$ cat config.mk
export PLATFORM = sky130hd
export DESIGN_NAME = mem_resp_demux
export DESIGN_NICKNAME = d
export VERILOG_FILES = /design/src/rtl/mem_resp_demux.sv
export SDC_FILE = /design/constraint.sdc
export NUM_CORES = 1
export LEC_CHECK = 0
export CORE_MARGIN = 5
export CORE_UTILIZATION = 36
export DETAILED_ROUTE_END_ITERATION = 12
export DONT_BUFFER_PORTS = 1
export MAX_ROUTING_LAYER = met4
export PLACE_DENSITY = 0.59
export SLEW_MARGIN = 20
export SYNTH_ARGS = -nofsm -noshare
export SYNTH_HDL_FRONTEND = slang
export SYNTH_SLANG_ARGS = --single-unit
$ cat constraint.sdc
create_clock -name clk -period 2.1 [get_ports clk]
set_clock_uncertainty 0.1 [all_clocks]
set_input_delay 0.315 -clock clk [delete_from_list [all_inputs] [get_ports clk]]
set_output_delay 0.315 -clock clk [all_outputs]
set_load 0.05 [all_outputs]
$ cat src/rtl/mem_resp_demux.sv
// Routes memory read responses into one of three holding registers by a tag captured with the request.
// Optional response timeout compiled in with `define MEM_RESP_DEMUX_TIMEOUT_EN.
module mem_resp_demux #(
    parameter int WIDTH          = 32,
    parameter int TIMEOUT_CYCLES = 16
) (
    input  logic             clk,
    input  logic             rst,
    input  logic             req_valid,
    output logic             req_ready,
    input  logic [1:0]       req_sel,
    input  logic             rsp_valid,
    input  logic [WIDTH-1:0] rsp_data,
    output logic [WIDTH-1:0] out_a,
    output logic [WIDTH-1:0] out_b,
    output logic [WIDTH-1:0] out_c,
    output logic [2:0]       upd,
    output logic             busy,
    output logic             err
);

    // Handshake: a request is taken on a rising edge where req_valid && req_ready;
    // a response is taken on a rising edge where rsp_valid is high while waiting.
    typedef enum logic {
        IDLE = 1'b0,
        WAIT = 1'b1
    } state_t;

    state_t     state;
    state_t     state_nxt;
    logic [1:0] tag;
    logic       accept;
    logic       rsp_take;
    logic       timeout_hit;

    assign accept   = (state == IDLE) && req_valid;
    assign rsp_take = (state == WAIT) && rsp_valid;

`ifdef MEM_RESP_DEMUX_TIMEOUT_EN
    localparam int CW = (TIMEOUT_CYCLES > 1) ? $clog2(TIMEOUT_CYCLES) : 1;

    logic [CW-1:0] cnt;

    // A response arriving on the expiry cycle takes priority over the abort.
    assign timeout_hit = (state == WAIT) && !rsp_valid &&
                         (cnt == CW'(TIMEOUT_CYCLES - 1));

    always_ff @(posedge clk) begin
        if (rst) begin
            cnt <= '0;
        end else if (accept) begin
            cnt <= '0;
        end else if ((state == WAIT) && !rsp_valid && !timeout_hit) begin
            cnt <= cnt + 1'b1;
        end
    end
`else
    // No abort path: the parameter is only referenced to keep one interface for both builds.
    assign timeout_hit = (TIMEOUT_CYCLES < 0);
`endif

    always_ff @(posedge clk) begin
        if (rst) begin
            state <= IDLE;
        end else begin
            state <= state_nxt;
        end
    end

    always_comb begin
        state_nxt = state;
        case (state)
            IDLE: if (req_valid) state_nxt = WAIT;
            WAIT: if (rsp_valid || timeout_hit) state_nxt = IDLE;
            default: state_nxt = IDLE;
        endcase
    end

    always_comb begin
        req_ready = 1'b0;
        busy      = 1'b0;
        case (state)
            IDLE: req_ready = 1'b1;
            WAIT: busy      = 1'b1;
            default: req_ready = 1'b0;
        endcase
    end

    always_ff @(posedge clk) begin
        if (rst) begin
            tag <= 2'b00;
        end else if (accept) begin
            tag <= req_sel;
        end
    end

    // Tag 2'b11 consumes the response without touching any holding register.
    always_ff @(posedge clk) begin
        if (rst) begin
            out_a <= '0;
            out_b <= '0;
            out_c <= '0;
            upd   <= 3'b000;
            err   <= 1'b0;
        end else begin
            upd <= 3'b000;
            err <= timeout_hit;
            if (rsp_take) begin
                case (tag)
                    2'b00: begin out_a <= rsp_data; upd <= 3'b001; end
                    2'b01: begin out_b <= rsp_data; upd <= 3'b010; end
                    2'b10: begin out_c <= rsp_data; upd <= 3'b100; end
                    default: upd <= 3'b000;
                endcase
            end
        end
    end

endmodule

==> flow_summary_export.csv <==
group,metric,value,unit
worst_setup_path,end_kind,"flip-flop",
hold_path,holdPathStages,2,
routing,first_iter_violations,235,
place,io_buffer_count,0,
sta,finalCriticalPeriod,2.02,ns
sta,grt_setup_unrepaired,"true",
yosys,synth-seq-area-share,0.567,
worst_setup_path,required,2.24,ns
clock_tree,clk_pin_slew,0.09,ns
routing,via_per_inst,4.85,
layout,fin_util,0.447,
floorplanning,top_level_ports,140,
yosys,synth_cell_type_count,18,
grt,grt_use_total,0.171,
worst_setup_path,crit_chain,"nand4bb_2 > buf_12 > nand2_1 > a21oi_1 > dlygate4sd3_1",
layout,num-nets-final,519,
yosys,syn_nets,481,
yosys,syn_inst,443,
routing,post-route-drc-count,0,
grt,antenna_found_initial,0,
grt,grt_max_degree,85,
yosys,synth_area,3600,um2
clock_tree,cts_inserted_buffers,9,
grt,grt-ovfl-total,0,
worst_setup_path,critPathMaxFanout,24,
hold_path,holdCritPathClass,"input port to flip-flop",
routing,num_vias,3000,
floorplanning,start_util,0.368,
worst_setup_path,crit_arrival,2.16,ns
run_status,status,"finished, final reports clean",
yosys,yosys_warnings,0,
floorplanning,core-area,9770,um2
sta,worst_slack,0.0796,ns
worst_setup_path,worst_setup_path_start_kind,"flip-flop",
clock_tree,ctsRootBufferMaster,"clkbuf_8",
sta,fmax,495,MHz
routing,routed_wl,10100,um
worst_setup_path,r2r_slack,0.08,ns
worst_setup_path,cp_slowest_cell,"dlygate4sd3_1",
sta,maxSlewViolCount,0,
routing,drtPass1Iterations,4,
place,dpl_cell_area,3630,um2
layout,fin_area,4370,um2
power,p_per_area,803,nW/um2
routing,routedWlPerCell,16.4,um
place,place_ws,0.645,ns
clock_tree,clockBufferDepth,2,
clock_tree,post-cts-setup-buffers,0,
sta,setup_viol,0,
run,cap_violations,0,
layout,drive_above_1_share,0.0515,
place,dp_hpwl,6340,um
sta,whs,0.0684,ns
clock_tree,clk_latency,0.35,ns
floorplanning,fp.dieW,110,um
sta,period_share,0.962,
clock_tree,ctsHtreeMaxLevel,3,
grt,grt_pass1_vias,3017,
sta,hold_violations,0,
yosys,syn_avg_cell_area,8.12,um2
floorplanning,die_y,110,um
floorplanning,rows,36,
layout,num_antenna_cells,0,
grt,grt_pass1_wl,15400,um
layout,area_delta_synth_final,21.4,%
sta,tightest_slew,0.556,ns
clock_tree,cts_tree,"done",
floorplanning,die_area,12100,um2
worst_setup_path,r2r.worst_path.cells,5,
routing,ant_nets,0,
place,place.gp.congestion,0.747,
worst_setup_path,slowest_delay,0.55,ns
clock_tree,cts.sinks,102,
power,leakage,0.00152,uW
yosys,ys_ff_latch,102,
sta,slew_headroom,0.629,
worst_setup_path,crit_type,"flip-flop to flip-flop",
power,peakVddDrop,0.000424,V
-- registers in the layout, indices dropped and copies added, names as in the netlist --
| register | cells |
|---|---|
| out_a | 32 |
| out_b | 32 |
| out_c | 32 |
| upd | 3 |
| tag | 2 |
| state | 1 |
-- final cells by class --
cell class,instances,area (um2)
well taps,133,166
fillers,999,5410
clock buffers,13,169
multi-input cells,305,1330
flip-flops and latches,102,2040
repair buffers,62,644
inverters,1,3.75
clock inverters,2,16.3
-- cell families after synthesis --
kind of cell / count (synthesis) / synth area share
AND/OR/NAND/NOR: 205 / 0.225
flip-flops: 102 / 0.567
AO/OA/AOI/OAI: 97 / 0.136
buffers and inverters: 36 / 0.0650
multiplexers: 2 / 0.00556
other: 1 / 0.00104
-- worst paths after layout --
check                           start                endpoint
hold reg to reg   tag[1]$_SDFFE_PP0P_     tag[1]$_SDFFE_PP0P_
hold / removal              req_valid        state$_SDFF_PP0_
setup reg to reg  tag[1]$_SDFFE_PP0P_  out_a[22]$_SDFFE_PP0P_
setup / recovery  tag[1]$_SDFFE_PP0P_  out_a[22]$_SDFFE_PP0P_
-- report_power, final --
group          leakage, uW  internal (uW)  switching [uW]
registers         0.000825           1970             159
logic             0.000601           98.4             130
clock network    0.0000917            526             624
-- Yosys cell counts, drive strengths merged --
cell type | count | area share
dfxtp | 102 | 0.57
and4b | 2 | 0.0056
a21oi | 96 | 0.13
a211oi | 1 | 0.0021
nor2 | 6 | 0.0063
inv | 1 | 0.0010
clkbuf | 4 | 0.0042
mux2i | 2 | 0.0056
conb | 1 | 0.0010
nand4bb | 1 | 0.0031
nand2 | 192 | 0.20
nand4b | 2 | 0.0049
buf | 31 | 0.060
and4bb | 1 | 0.0035
nor2b | 1 | 0.0017
-- critical path: cells and delay by family (launching register included) --
family	cells	cell delay [ns]
buf+inv	2	0.83
simple gates	2	0.54
flops	1	0.36
compound gates	1	0.07
-- layout by cell type (no fill, tap or decap), drive strengths merged --
cell type	synthesis	final
buf	31	10
nand4bb	1	1
clkbuf	4	13
nor2b	1	1
nor2	6	6
clkinvlp	0	1
and4bb	1	1
a21oi	96	96
mux2i	2	2
a211oi	1	1
clkinv	0	1
nand4b	2	2
dlygate4sd3	0	52
conb	1	1
and4b	2	2
dfxtp	102	102
inv	1	1
nand2	192	192
-- metal layers --
metal | GRT usage | up-vias | share of wire
met2 | 0.279 | 111 | 0.49
met1 | 0.189 | 1389 | 0.40
met4 | 0.0588 | 0 | 0.011
met5 | - | - | 0
li1 | - | 1492 | -
met3 | 0.0681 | 8 | 0.10
-- metrics by stage --
step / total power (uW) / setup TNS, ns / std cells
after floorplan: 2300 / 0 / 443
after global placement: 2300 / 0 / 550
after detailed placement: 2300 / 0 / 550
after CTS: 3560 / 0 / 618
after global routing: 3680 / -0.0242 / 618
final: 3510 / 0 / 618
-- timing repair --
| item | in CTS | in global routing |
|---|---|---|
| hold buffers | 53 | 0 |
| resized for setup | 0 | 1 |
| endpoints found under the setup margin | 0 | 8 |
| endpoints found under the hold margin | 102 | 0 |
(Power assumes the default switching activity.)
